`src/rtl/fft_pkg.sv`:
```
// fft_pkg: shared constants, types and helpers for the 16-point FFT datapath.
//   N_POINTS   samples per frame (power of two)
//   DATA_W     two's-complement width of each real/imag component
//   LOG2N      log2(N_POINTS), lane index width
//   bitrev()   reverse the LOG2N low bits of a lane index
package fft_pkg;

    localparam int unsigned N_POINTS = 16;
    localparam int unsigned DATA_W   = 16;
    localparam int unsigned LOG2N    = 4;
    localparam int unsigned CNT_W    = LOG2N + 1;

    // One complex sample as carried on the input stream
    typedef struct packed {
        logic [DATA_W-1:0] re;
        logic [DATA_W-1:0] im;
    } sample_t;

    // Loader frame state: collecting samples, or holding a complete frame
    typedef enum logic {
        ST_FILL = 1'b0,
        ST_FULL = 1'b1
    } load_state_t;

    // Bit-reversed lane index for radix-2 input ordering
    function automatic logic [LOG2N-1:0] bitrev(input logic [LOG2N-1:0] idx);
        logic [LOG2N-1:0] r;
        r = '0;
        for (int unsigned i = 0; i < LOG2N; i++) begin
            r[i] = idx[LOG2N-1-i];
        end
        return r;
    endfunction

endpackage

```
`src/rtl/toggle_detect.sv`:
```
// toggle_detect: registers a toggle-style handshake level and flags any
// change against the registered copy.
//   clk, rst   clock, synchronous active-high reset (registered level -> 0)
//   level      incoming toggle signal
//   level_q    registered copy of level
//   change_c   high in the cycle where level differs from level_q
module toggle_detect (
    input  logic clk,
    input  logic rst,
    input  logic level,
    output logic level_q,
    output logic change_c
);

    // Track the incoming level every cycle
    always_ff @(posedge clk) begin
        if (rst) begin
            level_q <= 1'b0;
        end else begin
            level_q <= level;
        end
    end

    assign change_c = level != level_q;

endmodule

```
`src/rtl/fft_input_loader.sv`:
```
// fft_input_loader: collects a stream of complex samples into a frame buffer
// and hands complete frames to the 16-point FFT over its parallel lanes.
//   clk, rst                synchronous active-high reset
//   s_valid/s_ready         input sample handshake (s_ready combinational)
//   s_real, s_imag          sample components
//   frame_real, frame_imag  FFT lanes, lane k at [k*DATA_W +: DATA_W]
//   new_input_flag          toggles once per launched frame
//   fft_ready_flag          toggles once per completed transform
//   fft_busy                launched frame not yet completed
//   frames_launched         wrapping launch counter
// Build option: define FFT_LOADER_BITREV_EN to place sample k on lane
// bitrev(k); otherwise sample k goes to lane k.
module fft_input_loader
    import fft_pkg::*;
(
    input  logic                       clk,
    input  logic                       rst,
    input  logic                       s_valid,
    output logic                       s_ready,
    input  logic [DATA_W-1:0]          s_real,
    input  logic [DATA_W-1:0]          s_imag,
    output logic [N_POINTS*DATA_W-1:0] frame_real,
    output logic [N_POINTS*DATA_W-1:0] frame_imag,
    output logic                       new_input_flag,
    input  logic                       fft_ready_flag,
    output logic                       fft_busy,
    output logic [15:0]                frames_launched
);

    load_state_t                       state;
    load_state_t                       state_nxt;
    logic [CNT_W-1:0]                  fill_cnt;
    logic [N_POINTS-1:0][DATA_W-1:0]   fill_real;
    logic [N_POINTS-1:0][DATA_W-1:0]   fill_imag;
    logic [LOG2N-1:0]                  lane_c;
    sample_t                           sample_c;
    logic                              accept_c;
    logic                              launch_c;
    logic                              ready_q;
    logic                              ready_tgl_c;

    assign sample_c = {s_real, s_imag};
    assign s_ready  = !rst && (fill_cnt != CNT_W'(N_POINTS));

`ifdef FFT_LOADER_BITREV_EN
    assign lane_c = bitrev(fill_cnt[LOG2N-1:0]);
`else
    assign lane_c = fill_cnt[LOG2N-1:0];
`endif

    // Completion toggle from the FFT
    toggle_detect u_ready_det (
        .clk      (clk),
        .rst      (rst),
        .level    (fft_ready_flag),
        .level_q  (ready_q),
        .change_c (ready_tgl_c)
    );

    // Frame state register
    always_ff @(posedge clk) begin
        if (rst) begin
            state <= ST_FILL;
        end else begin
            state <= state_nxt;
        end
    end

    // Next state plus accept/launch strobes; launch waits for the registered busy
    always_comb begin
        state_nxt = state;
        accept_c  = 1'b0;
        launch_c  = 1'b0;
        case (state)
            ST_FILL: begin
                accept_c = s_valid && s_ready;
                if (accept_c && (fill_cnt == CNT_W'(N_POINTS - 1))) begin
                    state_nxt = ST_FULL;
                end
            end
            ST_FULL: begin
                if (!fft_busy) begin
                    launch_c  = 1'b1;
                    state_nxt = ST_FILL;
                end
            end
            default: state_nxt = ST_FILL;
        endcase
    end

    // Fill buffer, frame lanes, busy tracking and counters
    always_ff @(posedge clk) begin
        if (rst) begin
            fill_cnt        <= '0;
            fill_real       <= '0;
            fill_imag       <= '0;
            frame_real      <= '0;
            frame_imag      <= '0;
            new_input_flag  <= 1'b0;
            fft_busy        <= 1'b0;
            frames_launched <= '0;
        end else begin
            if (accept_c) begin
                fill_real[lane_c] <= sample_c.re;
                fill_imag[lane_c] <= sample_c.im;
                fill_cnt          <= fill_cnt + CNT_W'(1);
            end
            if (launch_c) begin
                frame_real      <= fill_real;
                frame_imag      <= fill_imag;
                new_input_flag  <= ~new_input_flag;
                fill_cnt        <= '0;
                frames_launched <= frames_launched + 16'd1;
            end
            // A ready toggle while idle is ignored; a launch always marks busy
            if (launch_c) begin
                fft_busy <= 1'b1;
            end else if (ready_tgl_c) begin
                fft_busy <= 1'b0;
            end
        end
    end

endmodule

```
`config.mk`:
```
export PLATFORM = sky130hd
export DESIGN_NAME = fft_input_loader
export DESIGN_NICKNAME = d
export VERILOG_FILES = /design/src/rtl/fft_pkg.sv /design/src/rtl/toggle_detect.sv /design/src/rtl/fft_input_loader.sv
export SDC_FILE = /design/constraint.sdc
export NUM_CORES = 2
export LEC_CHECK = 0
export ABC_AREA = 1
export CAP_MARGIN = 25
export CORE_MARGIN = 1
export CORE_UTILIZATION = 50
export DETAILED_ROUTE_END_ITERATION = 8
export GPL_TIMING_DRIVEN = 0
export PLACE_DENSITY = 0.74
export SLEW_MARGIN = 5
export SYNTH_ARGS = -nofsm -noshare
export SYNTH_HDL_FRONTEND = slang
export SYNTH_SLANG_ARGS = --single-unit
```
`constraint.sdc`:
```
create_clock -name clk -period 3.2 [get_ports clk]
set_input_delay 0.32 -clock clk [delete_from_list [all_inputs] [get_ports clk]]
set_output_delay 0.32 -clock clk [all_outputs]
set_load 0.02 [all_outputs]
```
# Word level (Yosys, flattened, before mapping)
# Index checks and enable logic that the tools add are counted.
[word_totals]
elab_cells = 68
ff_bits = 1049
mem_bits_rw = 0
latchBits = 0
mem_count = 0
rom_bits = 0
input_bits = 36
[classes]
n_bitwise = 2
n_lt_le_gt_ge = 2
addsub = 2
div = 0
mux = 12
shift = 0
n_eq_ne = 3
n_reduce_logical = 7
mul = 0
[ops]
columns = ["operator", "n"]
rows = [
  ["$bwmux W256", 2],
  ["$demux W16 S4", 1],
  ["$add A16 B1 Y16 const B", 1],
  ["$mux W16", 1],
  ["$mux W1", 7],
  ["$add A5 B1 Y5 const B", 1],
  ["$eq A5 B4 Y1 const B", 1],
  ["$lt A4 B5 Y1 const B", 1],
  ["$ne A5 B5 Y1 const B", 1],
  ["$ge A4 B1 Y1 const B", 1],
  ["$logic_and A1 B1 Y1", 4],
  ["$not A1 Y1", 2],
  ["$pmux W1 S2", 1],
  ["$reduce_bool A2 Y1", 1],
  ["$reduce_or A2 Y1", 1],
  ["$logic_not A1 Y1", 1],
  ["$ne A1 B1 Y1", 1],
]

# Depth between registers and ports, before layout
[depth]
ltp_word = 6
mapped_depth = 9
mapped_depth_nobuf = 8

# Cells and area by module
# Synthesis repeated with hierarchy kept, for this count alone.
[hier_totals]
cells_unflattened = 5229
hier_area_um2 = 38555.7
[by_module_without_submodules]
columns = ["module", "cells_per_inst", "n_inst", "area_each_um2"]
rows = [
  ["fft_input_loader", 5222, 1, 38513.2],
  ["toggle_detect", 7, 1, 42.5],
]

# Least setup slack after synthesis
# No wires, ideal clock.
[synth_timing]
kind = "input-to-output"
startpoint = "in rst"
endpoint = "out s_ready"
required_ps = 2880
slack_ps = 1488
arrival_ps = 1392
cell_stages = 8
path_cell_list = "buf_2 inv_2 buf_6 buf_6 buf_2 buf_2 nand2_1 inv_1"
[synth_via]
elab_chain_len = 2
[synth_lines]
columns = ["element", "line_no", "rtl"]
rows = [
  ["from (decl)", "fft_input_loader.sv:17", "input logic rst,"],
  ["$logic_not A1 Y1", "fft_input_loader.sv:43", "assign s_ready = !rst && (fill_cnt != CNT_W'(N_POINTS));"],
  ["$logic_and A1 B1 Y1", "fft_input_loader.sv:43", ""],
  ["to (decl)", "fft_input_loader.sv:19", "output logic s_ready,"],
]
# Every way passes these cells.

# Worst setup path after layout
[layout_timing]
startpoint = "reg fill_cnt[0]"
endpoint = "out s_ready"
[layout_via]
elab_chain_len = 2
[layout_lines]
columns = ["element", "line_no", "rtl"]
rows = [
  ["from (decl)", "fft_input_loader.sv:32", "logic [CNT_W-1:0] fill_cnt;"],
  ["from (signal assigned)", "fft_input_loader.sv:106", "fill_cnt <= fill_cnt + CNT_W'(1);"],
  ["$ne A5 B5 Y1", "fft_input_loader.sv:43", ""],
  ["$logic_and A1 B1 Y1", "fft_input_loader.sv:43", ""],
]
# Every way passes these cells.

==> key figures <==
Global route
  • Total congestion overflow: 0
  • Vias in the first global route: 32800
  • Global-route wire length before repair: around 200 mm
  • Largest net degree at the start of global routing: 15
  • Initial antenna violation count: 2
  • GRT Total Usage: 32.7%

Critical path
  • Critical path's largest stage delay: around 0.7 ns
  • Critical path arrival: about 2.6 ns
  • CP cell instances: inv_1 -> ha_1 -> nand3_4 -> buf_6 -> nand2_1 -> inv_1 -> clkdlybuf4s50_1
  • Crit. End Element: primary output
  • Most common cell on crit path: inv_1
  • Worst setup SP type: register
  • Slowest cell on crit path: clkdlybuf4s50_1
  • CP Data Required Time: approximately 2.9 ns
  • Kind of critical path: register to primary output
  • Max Fanout on Critical Path: 10

Detailed routing
  • Final ANT Viol Nets: 0
  • Drt first pass iters: 9
  • DRT Wirelength: approximately 130 mm
  • Routed vias: 35800
  • Vias per inst: approximately 5.1
  • Post-DR wirelength/cell: about 19 microns
  • DRT iter0 DRCs: 3245
  • DRC Markers: 0

Floorplanning
  • # rows: 101
  • Placeable Area: between 0.07 and 0.08 sq mm
  • Chip height: ~280 microns
  • Die width: roughly 280 microns
  • Die area: 0.0783 sq mm
  • Initial Utilization: slightly above 50%
  • IO Count: 567

Cells and area
  • Register area: between 0.02 and 0.025 sq mm
  • Cell area after layout: 0.0487 sq mm
  • Final #Nets: approximately 5900
  • Finished Layout Cells: 6978
  • Area of the multi-input gates: approximately 0.014 sq mm
  • Fill count: ~6600
  • Ratio of cells with drive above 1 in the final layout: ~6%
  • Syn-to-layout area delta: 26.3%

Yosys
  • Syn Inst Count: between 5000 and 6000
  • Seq/Total Area, Yosys: 54.4%
  • YS warnings: 0
  • Synth unique cells: 29
  • Syn_nets: about 5300
  • Mapped Area: 0.0386 sq mm
  • Flops & latches, synth: 1049
  • Post-Syn Area per Cell: roughly 7.4 sq um

Place
  • Cell Area, Placed: roughly 0.045 sq mm
  • Placed Cells: a little under 7000
  • Gpl congestion: 0.916
  • DP HPWL: between 90 and 100 mm
  • PortBufs: between 500 and 600

STA
  • # setup viols final: 0
  • Clk_skew: approximately 0.02 ns
  • Unrepaired setup endpoints after global routing: false
  • Tcrit/Tclk final: ~92%
  • Slew @ Worst Pin: 1.15 ns
  • Min Tclk post-route: slightly below 3 ns
  • Fmax: 338 MHz
  • Post-route setup TNS: 0 ns
  • Final hold viol count: 0
  • Hold slack: approximately 0.14 ns
  • Final Slew Violations: 0
  • Max-slew headroom: a little under a quarter

Worst hold path
  • Worst hold path class: primary input to register

Power and ir drop
  • Pwr Density: about 540 mW/mm^2
  • Tot Pwr: between 20 and 30 mW
  • P_leak: 22.6 nW
  • Worst VDD drop: 0.382 mV

Clocking
  • Maximum root-to-sink buffer count: 3
  • Clk sink count: roughly 1000
  • CTS root buf: clkbuf_16
  • H-Tree Depth: 3
  • Postcts setup bufs: 0
  • Reg clk slew, reported paths: around 0.060 ns
  • Clk Latency, worst-skew pair: approximately 0.67 ns
  • CTS buffer count: around 100
  • CTS tree: built

Flow run
  • Max cap viols: 0

Status
  • Outcome: finished clean
per-stage QoR:
step	setup WS (ns)	utilization (%)
2_1_floorplan	1.49	-
3_3_place_gp	0.461	59.3
3_5_place_dp	0.472	59.3
4_1_cts	0.233	63.9
5_1_grt	0.147	63.9
6_report	0.243	63.9
cells in the mapped netlist, drive strengths merged:
master  count  area [sq um]
nand3b      1          7.51
a31oi       1          6.26
o21bai      1          7.51
dfxtp    1049         21000
nor2     1078          4060
inv       544          2040
nand2    1071          4020
xor2        4          35.0
nand4      17           279
nand3      13          77.6
buf       193           953
and2        1          6.26
a211oi      1          7.51
nor3b       1          7.51
o21ai     517          2590
ha          6          75.1
clkbuf    203           774
a21oi     524          2620
nor3        2          10.0
cells by family (layout without fill, tap and decap cells):
| family | Yosys count | count (layout) | share of synthesized area (%) |
|---|---|---|---|
| compound gates | 1044 | 1044 | 13.6 |
| xor+xnor | 4 | 4 | 0.0908 |
| fa+ha+maj | 6 | 6 | 0.195 |
| buf+inv | 940 | 1658 | 9.77 |
| flops | 1049 | 1049 | 54.4 |
| other cells | 0 | 3 | 0 |
| simple gates | 2184 | 2184 | 21.9 |
flip-flops by register name, summed over array words and instances (netlist names):
| register | flops |
|---|---|
| fill_real | 256 |
| frame_real | 256 |
| frame_imag | 256 |
| state | 1 |
| fft_busy | 1 |
| new_input_flag | 1 |
| fill_imag | 256 |
| fill_cnt | 5 |
| frames_launched | 16 |
| u_ready_det.level_q | 1 |
final timing paths:
kind                            slack (ns)        endpoint  cells after the start          start
worst max-delay path                  0.24         s_ready                      7    fill_cnt[0]
worst min-delay path                  0.14  fill_imag[207]                      3     s_imag[15]
worst max register to register        0.73   frame_real[2]                      6          state
worst min register to register        0.45  frame_real[31]                      2  fill_real[31]
where the power goes:
group / total [mW] / switching, mW / internal (mW) / leakage [nW]
logic: 0.767 / 0.627 / 0.139 / 12.4
registers: 13.1 / 0.0145 / 13.1 / 8.45
clock network: 12.5 / 5.23 / 7.30 / 1.72
final cells by class:
cell class	count	area share, %
Inverter	544	4.19
Timing Repair Buffer	536	11.0
Antenna cell	3	0.0154
Multi-Input combinational cell	3238	28.3
Clock inverter	44	1.04
Tap cell	1030	2.65
Buffer	396	3.55
Sequential cell	1049	43.1
Clock buffer	138	6.10
critical path, delay by kind of cell (launching register included):
kind | cells | cell delay (ns)
adders and majority gates | 1 | 0.25
buffers and inverters | 4 | 1.10
DFF | 1 | 0.40
and+or+nand+nor | 2 | 0.23
cell usage in the layout, fill, tap and decap left out, drive strengths merged, types with 3 or more instances in the layout:
cell,n
a21oi,524
inv,546
nor2,1078
o21ai,517
clkbuf,341
clkdlybuf4s50,533
diode,3
clkinvlp,5
ha,6
bufinv,10
nand4,17
dfxtp,1049
nand2,1071
buf,194
nand3,13
xor2,4
clkinv,27
layer usage:
layer | track usage, % | up-vias | wire length [microns] | part of all wire [%]
met5 | 0 | - | 0 | 0
met4 | 14.4 | 0 | 6090 | 4.6
li1 | - | 17300 | - | -
met2 | 52.9 | 1525 | 60500 | 46
met1 | 42.7 | 16600 | 54500 | 41
met3 | 5.96 | 330 | 11500 | 8.7
repair_timing:
action | in CTS | in global routing
hold buffers | 2 | 0
hold endpoints to repair | 5 | 0
setup endpoints to repair | 0 | 0
gates resized for setup | 0 | 0
Power figures use the tool's default switching activity.
